--- src/rtl/pic_pkg.sv ---
// Shared types and helpers for the PIC priority unit.
// Optional feature macro used by the unit: PIC_AUTO_EOI_EN.
package pic_pkg;

  // Widest channel count the unit supports.
  localparam int MAX_IRQ = 32;

  // Acknowledge handshake states.
  typedef enum logic [1:0] {
    IDLE      = 2'd0,
    PEND      = 2'd1,
    ACK1_WAIT = 2'd2
  } pic_state_e;

  // Channel index to one-hot; callers narrow the result to NUM_IRQ bits.
  function automatic logic [MAX_IRQ-1:0] idx2onehot(input logic [4:0] idx);
    logic [MAX_IRQ-1:0] oh;
    oh      = '0;
    oh[idx] = 1'b1;
    return oh;
  endfunction

endpackage

--- src/rtl/pic_priority_resolve_n.sv ---
// Combinational priority resolver. Walks channels from highest priority
// ((lowest_prio+1) mod NUM_IRQ) downward, so the rotate / find-first /
// unrotate steps collapse into one cyclic scan.
module pic_priority_resolve_n #(
  parameter int NUM_IRQ = 8,
  localparam int IDW = $clog2(NUM_IRQ)
) (
  input  logic [NUM_IRQ-1:0] cand,
  input  logic [NUM_IRQ-1:0] blk,
  input  logic [NUM_IRQ-1:0] isr,
  input  logic [IDW-1:0]     lowest_prio,
  output logic               win_valid,
  output logic [IDW-1:0]     win_idx,
  output logic               hi_valid,
  output logic [IDW-1:0]     hi_idx
);

  // Cyclic scan: the first blocking bit shuts out itself and everything below.
  always_comb begin
    logic           blk_found;
    logic [IDW-1:0] kk;
    int             k;
    win_valid = 1'b0;
    win_idx   = '0;
    hi_valid  = 1'b0;
    hi_idx    = '0;
    blk_found = 1'b0;
    for (int i = 0; i < NUM_IRQ; i++) begin
      k  = (int'(lowest_prio) + 1 + i) % NUM_IRQ;
      kk = IDW'(k);
      if (blk[kk]) blk_found = 1'b1;
      if (!blk_found && !win_valid && cand[kk]) begin
        win_valid = 1'b1;
        win_idx   = kk;
      end
      if (!hi_valid && isr[kk]) begin
        hi_valid = 1'b1;
        hi_idx   = kk;
      end
    end
  end

endmodule

--- src/rtl/pic_priority_unit.sv ---
// PIC interrupt priority unit: IRR/ISR registers, edge/level capture,
// fixed or rotating priority, special mask mode, EOI and the two-pulse
// INTA handshake. Optional macro PIC_AUTO_EOI_EN clears the in-service
// bit on the second INTA.
// Handshake: inta is a one-cycle strobe per pulse; the first pulse in PEND
// grants, the second in ACK1_WAIT produces a one-cycle vector_valid.
module pic_priority_unit
  import pic_pkg::*;
#(
  parameter int NUM_IRQ = 8,
  localparam int IDW = $clog2(NUM_IRQ)
) (
  input  logic               clk,
  input  logic               rst_n,
  input  logic [NUM_IRQ-1:0] irq_in,
  input  logic               level_mode,
  input  logic [NUM_IRQ-1:0] imr,
  input  logic               special_mask_en,
  input  logic               auto_rotate,
  input  logic               eoi_valid,
  input  logic               eoi_specific,
  input  logic               eoi_rotate,
  input  logic [IDW-1:0]     eoi_level,
  input  logic               set_prio_valid,
  input  logic [IDW-1:0]     set_prio_level,
  input  logic               inta,
  output logic               int_out,
  output logic               vector_valid,
  output logic [IDW-1:0]     vector_id,
  output logic [NUM_IRQ-1:0] irr,
  output logic [NUM_IRQ-1:0] isr,
  output logic [IDW-1:0]     lowest_prio
);

  pic_state_e         state_q, state_d;
  logic [NUM_IRQ-1:0] irq_q, irq_d;
  logic [NUM_IRQ-1:0] irr_q, irr_d;
  logic [NUM_IRQ-1:0] isr_q, isr_d;
  logic [IDW-1:0]     lowest_q, lowest_d;
  logic [IDW-1:0]     cur_id_q, cur_id_d;
  logic               int_out_q, int_out_d;
  logic               vv_q, vv_d;
  logic [IDW-1:0]     vid_q, vid_d;
`ifdef PIC_AUTO_EOI_EN
  // Set when the latched cur_id is a real grant, not a spurious one.
  logic               cur_real_q, cur_real_d;
`endif

  logic [NUM_IRQ-1:0] cand, blk;
  logic               win_valid, hi_valid;
  logic [IDW-1:0]     win_idx, hi_idx;
  logic               eoi_rot_valid;
  logic [IDW-1:0]     eoi_rot_idx;

  // Special mask mode lets masked in-service channels stop blocking.
  always_comb begin
    cand = irr_q & ~imr;
    blk  = special_mask_en ? (isr_q & ~imr) : isr_q;
  end

  pic_priority_resolve_n #(.NUM_IRQ(NUM_IRQ)) u_resolve (
    .cand        (cand),
    .blk         (blk),
    .isr         (isr_q),
    .lowest_prio (lowest_q),
    .win_valid   (win_valid),
    .win_idx     (win_idx),
    .hi_valid    (hi_valid),
    .hi_idx      (hi_idx)
  );

  // Next-state: capture, EOI clear, FSM grant/ack, then priority updates.
  always_comb begin
    state_d   = state_q;
    irq_d     = irq_in;
    isr_d     = isr_q;
    lowest_d  = lowest_q;
    cur_id_d  = cur_id_q;
    vv_d      = 1'b0;
    vid_d     = vid_q;
`ifdef PIC_AUTO_EOI_EN
    cur_real_d = cur_real_q;
`endif

    // IRR freezes while waiting for the second acknowledge pulse.
    if (state_q == ACK1_WAIT) irr_d = irr_q;
    else if (level_mode)      irr_d = irq_in;
    else                      irr_d = irr_q | (irq_in & ~irq_q);

    // EOI clears first so a same-cycle grant on that bit wins.
    eoi_rot_valid = 1'b0;
    eoi_rot_idx   = '0;
    if (eoi_valid) begin
      if (eoi_specific) begin
        isr_d = isr_d & ~NUM_IRQ'(idx2onehot(5'(eoi_level)));
        if (eoi_rotate) begin
          eoi_rot_valid = 1'b1;
          eoi_rot_idx   = eoi_level;
        end
      end else if (hi_valid) begin
        isr_d = isr_d & ~NUM_IRQ'(idx2onehot(5'(hi_idx)));
        if (auto_rotate) begin
          eoi_rot_valid = 1'b1;
          eoi_rot_idx   = hi_idx;
        end
      end
    end

    if (set_prio_valid) lowest_d = set_prio_level;

    case (state_q)
      IDLE: begin
        if (win_valid) state_d = PEND;
      end
      PEND: begin
        if (inta) begin
          state_d = ACK1_WAIT;
          if (win_valid) begin
            cur_id_d = win_idx;
            isr_d    = isr_d | NUM_IRQ'(idx2onehot(5'(win_idx)));
            irr_d    = irr_d & ~NUM_IRQ'(idx2onehot(5'(win_idx)));
          end else begin
            cur_id_d = IDW'(NUM_IRQ - 1);
          end
`ifdef PIC_AUTO_EOI_EN
          cur_real_d = win_valid;
`endif
        end else if (!win_valid) begin
          state_d = IDLE;
        end
      end
      ACK1_WAIT: begin
        if (inta) begin
          state_d = IDLE;
          vv_d    = 1'b1;
          vid_d   = cur_id_q;
`ifdef PIC_AUTO_EOI_EN
          if (cur_real_q) begin
            isr_d = isr_d & ~NUM_IRQ'(idx2onehot(5'(cur_id_q)));
            if (auto_rotate) lowest_d = cur_id_q;
          end
`endif
        end
      end
      default: state_d = IDLE;
    endcase

    if (eoi_rot_valid) lowest_d = eoi_rot_idx;

    int_out_d = (state_d == PEND);
  end

  // State and register update with synchronous active-low reset.
  always_ff @(posedge clk) begin
    if (!rst_n) begin
      state_q   <= IDLE;
      irq_q     <= '0;
      irr_q     <= '0;
      isr_q     <= '0;
      lowest_q  <= IDW'(NUM_IRQ - 1);
      cur_id_q  <= '0;
      int_out_q <= 1'b0;
      vv_q      <= 1'b0;
      vid_q     <= '0;
`ifdef PIC_AUTO_EOI_EN
      cur_real_q <= 1'b0;
`endif
    end else begin
      state_q   <= state_d;
      irq_q     <= irq_d;
      irr_q     <= irr_d;
      isr_q     <= isr_d;
      lowest_q  <= lowest_d;
      cur_id_q  <= cur_id_d;
      int_out_q <= int_out_d;
      vv_q      <= vv_d;
      vid_q     <= vid_d;
`ifdef PIC_AUTO_EOI_EN
      cur_real_q <= cur_real_d;
`endif
    end
  end

  assign int_out      = int_out_q;
  assign vector_valid = vv_q;
  assign vector_id    = vid_q;
  assign irr          = irr_q;
  assign isr          = isr_q;
  assign lowest_prio  = lowest_q;

endmodule

--- config.mk ---
export PLATFORM = sky130hd
export DESIGN_NAME = pic_priority_unit
export DESIGN_NICKNAME = d
export VERILOG_FILES = /design/src/rtl/pic_pkg.sv /design/src/rtl/pic_priority_resolve_n.sv /design/src/rtl/pic_priority_unit.sv
export SDC_FILE = /design/constraint.sdc
export NUM_CORES = 1
export LEC_CHECK = 0
export BUFFER_PORTS_ARGS = -buffer_cell sky130_fd_sc_hd__buf_2
export CORE_ASPECT_RATIO = 0.9
export CORE_MARGIN = 10
export CORE_UTILIZATION = 30
export DETAILED_ROUTE_END_ITERATION = 10
export PLACE_DENSITY = 0.47
export RECOVER_POWER = 25
export SLEW_MARGIN = 20
export SYNTH_ARGS = -nofsm -noshare
export SYNTH_HDL_FRONTEND = slang
export SYNTH_SLANG_ARGS = --single-unit
--- constraint.sdc ---
create_clock -name clk -period 4.3 [get_ports clk]
set_clock_uncertainty 0.1 [all_clocks]
set_input_delay 0.86 -clock clk [delete_from_list [all_inputs] [get_ports clk]]
set_output_delay 0.86 -clock clk [all_outputs]
set_load 0.01 [all_outputs]
==> results.yml <==
clocking:
  clkTransAtPathRegs_ns: 0.07
  clkSinkCount: 37
  tritoncts: "done"
  clockBufferDepth: 2
  cts_made_buffers: 5
  htree_levels: 2
  postCtsHoldBufs: 0
  clk_latency_ns: 0.29
  postCtsSetupBuffers: 0
  cts-root-buf: "clkbuf_16"
sta:
  min_period_ns: 4.04
  finalHoldViolCount: 0
  slew_headroom_pct: -5.31
  setup_viol: 0
  drv_slew: 41
  rsz0062_at_grt: "no"
  min_period_over_period_pct: 94.0
  setup_ws_ns: 0.257
  tightest_slew_ns: 1.58
  max_freq_ghz: 0.247
yosys:
  ys_seq_area_share_pct: 18.9
  synth_adder_area_share_pct: 0.637
  synth-seq-cells: 37
  yosysWarnings: 0
  synth-edff-count: 0
  synthArstFlopShare_pct: 0
  synth_ff_type: "dfxtp_1"
  synth_area_leaders: "dfxtp_1 19%, mux4_2 14%, mux2_2 7.2%"
  synth-compound-area-share_pct: 23.2
  synth.net_count: 502
  ys_types: 68
  yosys.area_share.xor_xnor_pct: 1.53
  yosys.area.top_type: "dfxtp_1"
  synthSimpleGateAreaFrac_pct: 24.8
  synth_top_family_by_area: "multiplexers"
  synth.area.mux_share_pct: 27.1
  syn-cell-area_um2: 3930
  synth.top_cell.area_share_pct: 18.9
  postSynthCellCount: 468
  syn_avg_cell_area_um2: 8.39
pwr:
  irDropWorstVdd_mv: 0.188
  power_frac_comb_pct: 53.6
  intPower_mw: 0.959
  p_sw_mw: 0.738
  p_seq_share_pct: 24.2
  pwr-share-clk_pct: 22.2
  power_density_nw_per_um2: 364
  total_power_mw: 1.70
  switching_share_pct: 43.5
  leakage_nw: 1.82
run_status:
  status: "finished, violations left"
  violations: "max-capacitance violations, max-slew violations"
grt:
  grtUsageTotal_pct: 15.5
  overflow: 0
  grt_start_max_net_pins: 41
  grt_pass1_wl_mm: 22.8
  antenna_found_initial: 0
  grt_pass1_vias: 4091
critical_path:
  worst-setup-path-type: "primary input to flop"
  cp_num_cells: 12
  cp-start-kind: "primary input"
  endpoint_kind: "flop"
  cp_slowest_stage_delay_ns: 0.50
  required_ns: 4.35
  ff2ff_path_depth: 13
  critical_path.top_delay_family: "multiplexers"
  cp_slowest_cell: "mux4_2"
  cp.arrival_ns: 4.09
  crit_buf_inv: 2
  cp_max_fo: 11
  path_cells: "buf_2 -> a21boi_0 -> mux2i_1 -> mux4_2 -> a21oi_1 -> nand4_1 -> mux4_2 -> and4_1 -> a211oi_2 -> buf_4 -> and2_1 -> a21oi_1"
route:
  wire_per_inst_um: 20.9
  top_layer: "met4"
  vias_per_cell: 5.93
  wl_met1_mm: 7.08
  ant_nets: 0
  vias: 4147
  initialDrtViolationCount: 411
  wl_met2_mm: 6.52
  drc: 0
  drt_wl_total_mm: 14.6
  dr.pass1.iters: 5
  wl_met3_um: 771
place:
  dpl_cell_area_um2: 4500
  dp_cells: 691
  hpwl_mm: 11.9
  io_buffers: 55
  place_ws_ns: -0.00633
  routabilityCongestion: 0.951
layout:
  area_growth_pct: 18.7
  fin_area_um2: 4660
  fin_cells: 699
  layout_commonest_cell: "buf_2"
  antenna_cells: 0
  drive_above_1_share_pct: 28.6
  fin_nets: 568
  layout_common_cells: "52 x buf_2, 51 x nand2_1, 39 x nor2_1"
min_path:
  hold_path_depth: 2
  hold_class: "flop to flop"
flow_run:
  max_cap_viol_count: 1
floorplanning:
  initial_utilization_pct: 30.8
  die_w_um: 141
  fp-row-count: 39
  die_h_um: 129
  core_region_area_um2: 12700
  io_pins: 56
  die-area_um2: 18100
cells by family (layout without fill, tap and decap cells):
| kind of cell | count (synthesis) | in the layout |
|---|---|---|
| buffers and inverters | 32 | 99 |
| DFF | 37 | 37 |
| adders and majority gates | 2 | 2 |
| xor gates and xnor gates | 6 | 6 |
| muxes | 73 | 73 |
| AOI/OAI and AO/OA | 126 | 126 |
| and+or+nand+nor | 192 | 192 |
per-stage QoR:
step           TNS [ns]  utilization [%]  hold slack, ns
4_1_cts               0             36.5           0.371
3_3_place_gp          0             35.3           0.352
3_5_place_dp   -0.00633             35.3           0.361
2_1_floorplan         0                -           0.349
6_report              0             36.6           0.376
5_1_grt               0             36.6           0.390
metal layers:
metal / global-route usage (%) / vias to the layer above
met5: 0 / -
met2: 24.9 / 166
met4: 3.52 / 0
met3: 2.65 / 17
li1: - / 1939
met1: 21.2 / 2025
tightest hold or removal path, cell delays in order, from the launching register on:
cell and delay (ns):
dfxtp_1 0.31, nand2_1 0.04, a21boi_0 0.07
flip-flops by register name, indices dropped and copies added, names as in the netlist:
register,count
cur_id_q,3
irq_q,8
state_q,2
lowest_prio,3
isr,8
irr,8
vector_id,3
vector_valid,1
int_out,1
cell usage after synthesis, drive strengths merged (4+ instances only):
cell type   n
a211oi      7
and3        8
a32o        8
a21oi      24
nor2       39
o2111ai     5
nand2      52
o21ai      19
o32ai       4
clkbuf     12
nand2b     19
mux2       25
inv         6
o211ai      5
a21boi     15
nor2b      10
mux2i      24
nand3      16
nor3        8
and2       13
mux4       24
xnor2       5
nand4      10
buf        14
dfxtp      37
a22oi       4
a31oi       5
nor4        4
worst paths after layout:
check	endpoint	startpoint	slack, ns
setup / recovery	irr[2]	special_mask_en	0.26
hold / removal	vector_id[0]	vector_id[0]	0.38
setup reg to reg	irr[2]	lowest_prio[0]	0.29
hold reg to reg	vector_id[0]	vector_id[0]	0.38
repair_timing:
item	CTS	global route
setup endpoints to repair	0	1
hold endpoints to repair	0	0
gates resized for setup	0	5
layout make-up:
class                   count  area, µm²
fillers                  1364       8080
flip-flops and latches     37        742
well taps                 164        205
multi-input cells         399       3040
inverters                   6       22.5
clock buffers               5        125
repair buffers             85        497
clock inverters             3       25.0
power by group through the flow:
| stage | sequential, mW | combinational, mW | clock, mW |
|---|---|---|---|
| after floorplan | 0.415 | 0.602 | 0 |
| after global placement | 0.417 | 0.893 | 0 |
| after detailed placement | 0.417 | 0.891 | 0 |
| after CTS | 0.410 | 0.896 | 0.384 |
| after global routing | 0.414 | 0.984 | 0.398 |
| final | 0.410 | 0.910 | 0.377 |
No activity file was read; power rests on OpenSTA's default activity.
